--- src/rtl/apb_rr_arbiter.sv ---
// apb_rr_arbiter: round-robin APB interconnect that lets CPU_NB manager ports
// share a single APB subordinate. Only one transfer is in flight downstream.
// Managers that are not granted are held in their ACCESS phase with pready low.
//
// Bundle layout (packed, MSB first):
//   request  = {paddr[ADDR_W-1:0], pwrite, pwdata[DATA_W-1:0]}
//   response = {pslverr, prdata[DATA_W-1:0]}
// Port i occupies slice [i*W +: W] of the flattened upstream vectors.

module apb_rr_arbiter #(
  parameter int CPU_NB = 4,
  parameter int IDX_W  = (CPU_NB > 1) ? $clog2(CPU_NB) : 1,
  parameter int ADDR_W = 32,
  parameter int DATA_W = 32,
  parameter int REQ_W  = ADDR_W + 1 + DATA_W,
  parameter int RESP_W = DATA_W + 1
) (
  input  logic                     clk,
  input  logic                     rst_n,
  input  logic [CPU_NB*REQ_W-1:0]  i_apb_s_req,
  output logic [CPU_NB*RESP_W-1:0] o_apb_s_resp,
  input  logic [CPU_NB-1:0]        i_apb_s_psel,
  input  logic [CPU_NB-1:0]        i_apb_s_penable,
  output logic [CPU_NB-1:0]        o_apb_s_pready,
  output logic [REQ_W-1:0]         o_apb_m_req,
  input  logic [RESP_W-1:0]        i_apb_m_resp,
  output logic                     o_apb_m_psel,
  output logic                     o_apb_m_penable,
  input  logic                     i_apb_m_pready,
  output logic                     o_grant_valid,
  output logic [IDX_W-1:0]         o_grant_idx
);

  typedef enum logic [1:0] {
    ST_IDLE   = 2'd0,
    ST_SETUP  = 2'd1,
    ST_ACCESS = 2'd2
  } state_t;

  state_t             r_state;
  logic [IDX_W-1:0]   r_rr_ptr;
  logic [IDX_W-1:0]   r_grant_idx;
  logic               r_m_psel;
  logic               r_m_penable;
  logic               r_grant_valid;

  logic               w_done;
  logic [IDX_W-1:0]   w_ptr_inc;
  logic [IDX_W-1:0]   w_pick_ptr;
  logic [CPU_NB-1:0]  w_cand;
  logic [IDX_W:0]     w_pick;
  logic               w_pick_vld;
  logic [IDX_W-1:0]   w_pick_idx;
  logic [REQ_W-1:0]   w_req_sel;

  // First requester found scanning base, base+1, ... modulo CPU_NB.
  // Result is {found, index}; index is 0 when nothing is requesting.
  function automatic logic [IDX_W:0] rr_pick(input logic [CPU_NB-1:0] req,
                                             input logic [IDX_W-1:0]  base);
    logic             found;
    logic [IDX_W-1:0] idx;
    logic [IDX_W-1:0] cidx;
    int               cand;
    found = 1'b0;
    idx   = '0;
    for (int k = 0; k < CPU_NB; k++) begin
      cand = int'(base) + k;
      if (cand >= CPU_NB) cand = cand - CPU_NB;
      cidx = IDX_W'(cand);
      if (!found && req[cidx]) begin
        found = 1'b1;
        idx   = cidx;
      end
    end
    return {found, idx};
  endfunction

  // A transfer completes when the subordinate answers during ACCESS.
  assign w_done = (r_state == ST_ACCESS) && i_apb_m_pready;

  // Pointer that follows the current owner; this is what rr_ptr becomes on completion.
  assign w_ptr_inc = (r_grant_idx == IDX_W'(CPU_NB - 1)) ? '0 : r_grant_idx + 1'b1;

  // On completion the new pointer is used immediately, so back-to-back grants
  // see the rotated priority in the same cycle the owner finishes.
  assign w_pick_ptr = w_done ? w_ptr_inc : r_rr_ptr;

  // Mask the finishing owner so a manager re-requesting in its own completion
  // cycle cannot win twice in a row.
  always_comb begin
    w_cand = i_apb_s_psel;
    for (int i = 0; i < CPU_NB; i++) begin
      if (w_done && (r_grant_idx == IDX_W'(i))) w_cand[i] = 1'b0;
    end
  end

  assign w_pick     = rr_pick(w_cand, w_pick_ptr);
  assign w_pick_vld = w_pick[IDX_W];
  assign w_pick_idx = w_pick[IDX_W-1:0];

  // Live mux of the owner's request bundle; the manager holds it stable until pready.
  always_comb begin
    w_req_sel = '0;
    for (int i = 0; i < CPU_NB; i++) begin
      if (r_grant_idx == IDX_W'(i)) w_req_sel = i_apb_s_req[i*REQ_W +: REQ_W];
    end
  end

  // Transfer sequencing: arbitration, SETUP/ACCESS phasing and priority rotation.
  always_ff @(posedge clk) begin
    if (!rst_n) begin
      r_state       <= ST_IDLE;
      r_rr_ptr      <= '0;
      r_grant_idx   <= '0;
      r_m_psel      <= 1'b0;
      r_m_penable   <= 1'b0;
      r_grant_valid <= 1'b0;
    end else begin
      case (r_state)
        ST_IDLE: begin
          if (w_pick_vld) begin
            r_grant_idx   <= w_pick_idx;
            r_state       <= ST_SETUP;
            r_m_psel      <= 1'b1;
            r_m_penable   <= 1'b0;
            r_grant_valid <= 1'b1;
          end
        end
        ST_SETUP: begin
          r_state     <= ST_ACCESS;
          r_m_penable <= 1'b1;
        end
        ST_ACCESS: begin
          if (i_apb_m_pready) begin
            r_rr_ptr <= w_ptr_inc;
            if (w_pick_vld) begin
              r_grant_idx <= w_pick_idx;
              r_state     <= ST_SETUP;
              r_m_penable <= 1'b0;
            end else begin
              r_grant_idx   <= '0;
              r_state       <= ST_IDLE;
              r_m_psel      <= 1'b0;
              r_m_penable   <= 1'b0;
              r_grant_valid <= 1'b0;
            end
          end
        end
        default: begin
          r_state       <= ST_IDLE;
          r_grant_idx   <= '0;
          r_m_psel      <= 1'b0;
          r_m_penable   <= 1'b0;
          r_grant_valid <= 1'b0;
        end
      endcase
    end
  end

  // Completion handshake back to the owner only; everyone else sees zeros.
  always_comb begin
    o_apb_s_pready = '0;
    o_apb_s_resp   = '0;
    for (int i = 0; i < CPU_NB; i++) begin
      if (w_done && (r_grant_idx == IDX_W'(i))) begin
        o_apb_s_pready[i]                   = 1'b1;
        o_apb_s_resp[i*RESP_W +: RESP_W]    = i_apb_m_resp;
      end
    end
  end

  assign o_apb_m_req     = r_m_psel ? w_req_sel : '0;
  assign o_apb_m_psel    = r_m_psel;
  assign o_apb_m_penable = r_m_penable;
  assign o_grant_valid   = r_grant_valid;
  assign o_grant_idx     = r_grant_idx;

  // The owner must keep psel asserted until it has seen pready.
  a_psel_held: assert property (@(posedge clk) disable iff (!rst_n)
    (r_state != ST_IDLE) |-> i_apb_s_psel[r_grant_idx])
    else $error("granted manager dropped psel before pready");

  // By the time the downstream ACCESS runs, the owner is in its own ACCESS phase.
  a_penable_owner: assert property (@(posedge clk) disable iff (!rst_n)
    (r_state == ST_ACCESS) |-> i_apb_s_penable[r_grant_idx])
    else $error("granted manager not in ACCESS phase during downstream ACCESS");

endmodule

--- config.mk ---
export PLATFORM = sky130hd
export DESIGN_NAME = apb_rr_arbiter
export DESIGN_NICKNAME = d
export VERILOG_FILES = /design/src/rtl/apb_rr_arbiter.sv
export SDC_FILE = /design/constraint.sdc
export NUM_CORES = 1
export LEC_CHECK = 0
export CAP_MARGIN = 20
export CORE_AREA = 2 2 199 201
export CTS_CLUSTER_DIAMETER = 30
export CTS_CLUSTER_SIZE = 30
export DETAILED_ROUTE_END_ITERATION = 10
export DIE_AREA = 0 0 201 203
export SYNTH_ARGS = -nofsm -noshare
export SYNTH_HDL_FRONTEND = slang
export SYNTH_SLANG_ARGS = --single-unit
export TNS_END_PERCENT = 5
--- constraint.sdc ---
create_clock -name clk -period 2.3 [get_ports clk]
set_input_delay 0.46 -clock clk [delete_from_list [all_inputs] [get_ports clk]]
set_output_delay 0.46 -clock clk [all_outputs]
set_load 0.05 [all_outputs]
# == Word-level counts from Yosys, hierarchy flattened ==
# Cells that the tools add are included.
# Widths: inputs -> output; s select.
# word_totals
ff_bits,8
latchBits,0
mem_bits_rw,0
mem_bits_ro,0
inputBits,304
out_inout_bits,206
wordCells,101
n_memories,0
# op_classes
add_sub_neg,8
n_mul,0
div,0
magnitude_cmp,8
n_eq_ne,8
shifts,0
muxes,54
bitwise_logic,1
n_reduce_logical,17
# op_table
operator,count
$mux 65,5
$mux 33,4
$mux 2,15
$mux 1,22
$lt 2x3->1 const B,4
$pmux 2 s3,2
$ge 3x3->1 const B,3
$bmux 1 s2,4
$logic_and 1x1->1,8
$sub 2x1->2 const B,4
$add 2x2->3 const B,2
$eq 2x2->1 const B,3
$ne 2x2->1 const B,3
$pmux 1 s3,2
$eq 2x1->1 const B,2
$logic_not 2->1,2
$reduce_and 2->1,2
$reduce_and 4->1,1
$add 2x1->3 const B,1
$ge 2x3->1 const B,1
$logic_not 1->1,3
$reduce_and 3->1,1
$add 2x1->2 const B,1
$not 1->1,1

# == Depth between registers and ports, before layout ==
# logic_depth
depth_word,20
depth_mapped,11
depth_no_buf,9

# == Worst setup path after synthesis ==
# No wires, ideal clock.
# synth_timing
kind,reg-to-output
startpoint,register r_grant_idx[1] (netlist: o_grant_idx[1])
endpoint,output o_apb_m_req[44]
t_arrival_ns,3.010
required_ns,1.840
slack_ns,-1.170
path_stages_with_launch,10
n_path_buf,3
cell_sequence,dfxtp_1 -> inv_1 -> ha_1 -> clkbuf_1 -> nor2_1 -> clkbuf_1 -> clkbuf_1 -> a221o_1 -> o211ai_1 -> a21oi_1
# synth_between
elab_chain_len,6
word_cells_on_any_way,9
classes_between,3 x eq/ne; 5 x mux; 1 x reduce/logical
# synth_lines
element,line_no,rtl
"start, declared",42,logic [IDX_W-1:0] r_grant_idx;
"start signal, assigned",122,r_grant_idx <= w_pick_idx;
"start signal, assigned",137,r_grant_idx <= w_pick_idx;
$logic_not 2->1,105,if (r_grant_idx == IDX_W'(i)) w_req_sel = i_apb_s_req[i*REQ_W +: REQ_W];
$mux 65 (3 in series),105,
$mux 65 *,105,
$mux 65 *,172,assign o_apb_m_req = r_m_psel ? w_req_sel : '0;
"end, declared",25,"output logic [REQ_W-1:0] o_apb_m_req,"
# Every way passes the cells marked *; elsewhere a longest branch is shown, timed or not.

# == Final worst setup path ==
# layout_timing
startpoint,register r_grant_idx[0] (netlist: o_grant_idx[0])
endpoint,output o_apb_m_req[57]
# Same word-level chain as after synthesis.

==> metrics <==
Worst Clk Skew=0.000371 ns; sequential fraction of the synthesis area=0.0366; Setup-failing EPs final=67; f_max=398 MHz; fin nets=roughly 1,500; Hold Crit Depth=2; CTS Buf Count=3; clock buffer depth=2; Max VDD drop=around 0.00031 V; CTS clk-pin slew, worst paths=0.03 ns; hold slack=a little under 0.6 ns; hpwl dp=26.0 mm; WP buf/inv=5; Leak=~5.3 nW; first-pass GRT wire length=48.1 mm; slowest stage cell on the critical path=dfxtp_4; outcome=finished with violations; DR iter-0 viols=406; Worst EP required=1.84 ns; die height=203 um; Worst Hold End=o_grant_valid; post-route ant nets=0; Via Count=7,412; post-cts hold buffer count=0; Yosys top cell area share=0.219; hold crit path type=reg2reg; vias in the first global route=7,615; cell area after layout=13,700 um^2; initial antenna violation count=4; fillers=3,855; YS warnings=0; min-delay src=o_grant_valid; Placed Area=13,100 um^2; syn nets=918; Hold Vio Cnt, Final=0; clock root buffer=clkbuf_16; Layout Cells excl Fill=1,675; EDFF count, synth=0; First-pass DRT Iterations=5; total of max-cap violations=0; Synth Cell Area=3830 um^2; DRC=0; clk_lat worst skew=between 0.2 and 0.25 ns; top post-synthesis cells by area=and3_1 22%, a221o_1 17%, o211ai_1 13%; dpl ws=-0.345 ns; Worst Slack Setup Final=-0.211 ns; worst-path fanout max=6; R2R setup slack=-0.08 ns; FF-to-FF End=o_grant_idx[1]; WL final=about 33 mm; total power=around 5.6 mW; starting density of the core=0.0996; area grow syn2layout=258%; CTS tree=built; GR Util All Layers=0.152; cell accounting for the most synthesized area=and3_1; Critical Path AT=2.05 ns; # IOs=510; Core ar.=between 30,000 and 40,000 um^2; Slew headroom=0.639; ys async rst share=0; pwr/cell area=411 nW/um^2; Die Area=40,800 um^2; Worst R2R Start=o_grant_idx[0]; largest net degree at the start of global routing=38; Tcrit/Tclk final=1.09; number of cells on the worst reg-to-reg path=10; Startpoint Class=register; predominant post-synthesis flop cell=dfxtp_1; Worst Tran Pin Value=0.540 ns; CTS H-Tree Depth=1; GP Congestion=0.927; Max Slew Vio Count=0; Min Clock Period, post-route=between 2 and 3 ns; Avg Vias per Cell=4.43; number of port buffers=505; layout cells sized above 1=0.444; Synth Area per Inst=6.29 um^2; drt wl/cell=19.8 um; Mapped Cells=~610; Setup CP Type=reg2out; unrepaired setup endpoints after global routing=yes; CTS Sinks=7; dpl cells=1,644; Crit. End Element=output pin; Synth Register Bits=7; crit-path leading delay family=buffers and inverters; delay of the slowest critical-path stage=0.36 ns; Critical Path, Cell by Cell=buf_6, ha_4, nor2_4, buf_12, buf_6, buf_16, a221o_1, o211ai_1, a21oi_4, buf_12; Die Width=~200 um; row cnt=72; Distinct cells, synth=52; failing checks=setup timing; GRT Residual Overflow=0
[Yosys cell counts, types with 6 or more instances]
master    number
a221o_1       65
clkbuf_1      81
dfxtp_1        7
nor2_1         8
a21oi_1       71
o211ai_1      67
nand2b_1       6
o21ai_0        6
nand2_1       82
and3_1       134
inv_1         11
[flip-flops by register name, indices dropped and copies added (netlist names)]
register       flops
o_grant_idx        2
o_grant_valid      1
r_state            2
r_rr_ptr           2
[stage by stage]
step	utilization	setup TNS, ns
2_1_floorplan	-	-32.63
3_3_place_gp	0.340	-32.54
3_5_place_dp	0.340	-36.06
4_1_cts	0.353	-12.03
5_1_grt	0.356	-14.51
6_report	0.356	-9.66
[routing by layer]
| metal | routed length (um) | GRT usage | share of wire | up-vias |
|---|---|---|---|---|
| li1 | - | - | - | 3468 |
| met1 | 13000 | 0.179 | 0.39 | 3523 |
| met3 | 2390 | 0.0316 | 0.072 | 42 |
| met2 | 17000 | 0.282 | 0.51 | 375 |
| met4 | 674 | 0.0286 | 0.020 | 4 |
| met5 | 30 | 0 | 0.00091 | - |
[tightest hold or removal path, stage by stage, from the launching register on]
cell	delay, ns
dfxtp_1	0.37
o21ai_0	0.10
a21boi_1	0.06
[repair_timing]
action / 4_1_cts / 5_1_grt
gates resized for setup: 32 / 34
endpoints found under the setup margin: 201 / 116
buffers inserted: 17 / 2
pin swaps: 72 / 29
gates cloned: 6 / 1
hold endpoints to repair: 0 / 0
[power breakdown]
part / switching (mW) / total [mW] / internal [mW]
sequential: 0.0218 / 0.158 / 0.137
combinational: 2.59 / 5.18 / 2.60
clock: 0.0622 / 0.292 / 0.230
[how the worst max path moves through the flow]
stage / start / to / slack [ns] / depth (start not counted)
2_1_floorplan: r_state[1] / o_apb_s_resp[0] / -0.25 / 6
3_3_place_gp: i_apb_m_pready / o_grant_idx[1] / -0.35 / 9
3_5_place_dp: i_apb_m_pready / o_grant_idx[1] / -0.34 / 9
4_1_cts: o_grant_idx[0] / o_apb_m_req[57] / -0.23 / 10
5_1_grt: o_grant_idx[0] / o_apb_m_req[49] / -0.30 / 10
6_report: o_grant_idx[0] / o_apb_m_req[57] / -0.21 / 10
[layout by cell type, fill, tap and decap left out, types with 8 or more instances in the layout]
cell type        count
a21oi_4             60
a221o_1             65
and3_1              45
and3_2              66
and3_4              23
buf_12             223
buf_4               80
buf_6                8
clkdlybuf4s50_1    302
nand2_1             82
o211ai_1            67
[cells by family (layout without fill, tap and decap cells)]
| group | count (synthesis) | in the layout | synth area share |
|---|---|---|---|
| simple gates | 252 | 252 | 0.357 |
| compound gates | 236 | 236 | 0.464 |
| buf+inv | 100 | 645 | 0.102 |
| mux | 7 | 7 | 0.0196 |
| flops | 7 | 7 | 0.0366 |
| fa+ha+maj | 5 | 5 | 0.0163 |
| xor+xnor | 2 | 2 | 0.00457 |
| other cells | 0 | 3 | 0 |
[cell type report]
cell class / count / area [um^2] / area share
timing repair buffer: 629 / 8510 / 0.621
multi-input combinational: 502 / 4260 / 0.310
tap: 518 / 648 / 0.0473
sequential: 7 / 150 / 0.0109
clock buffer: 4 / 78.8 / 0.00575
inverter: 12 / 60.1 / 0.00438
antenna: 3 / 7.51 / 0.000547
Note: power is estimated with default switching activity, not from simulation.
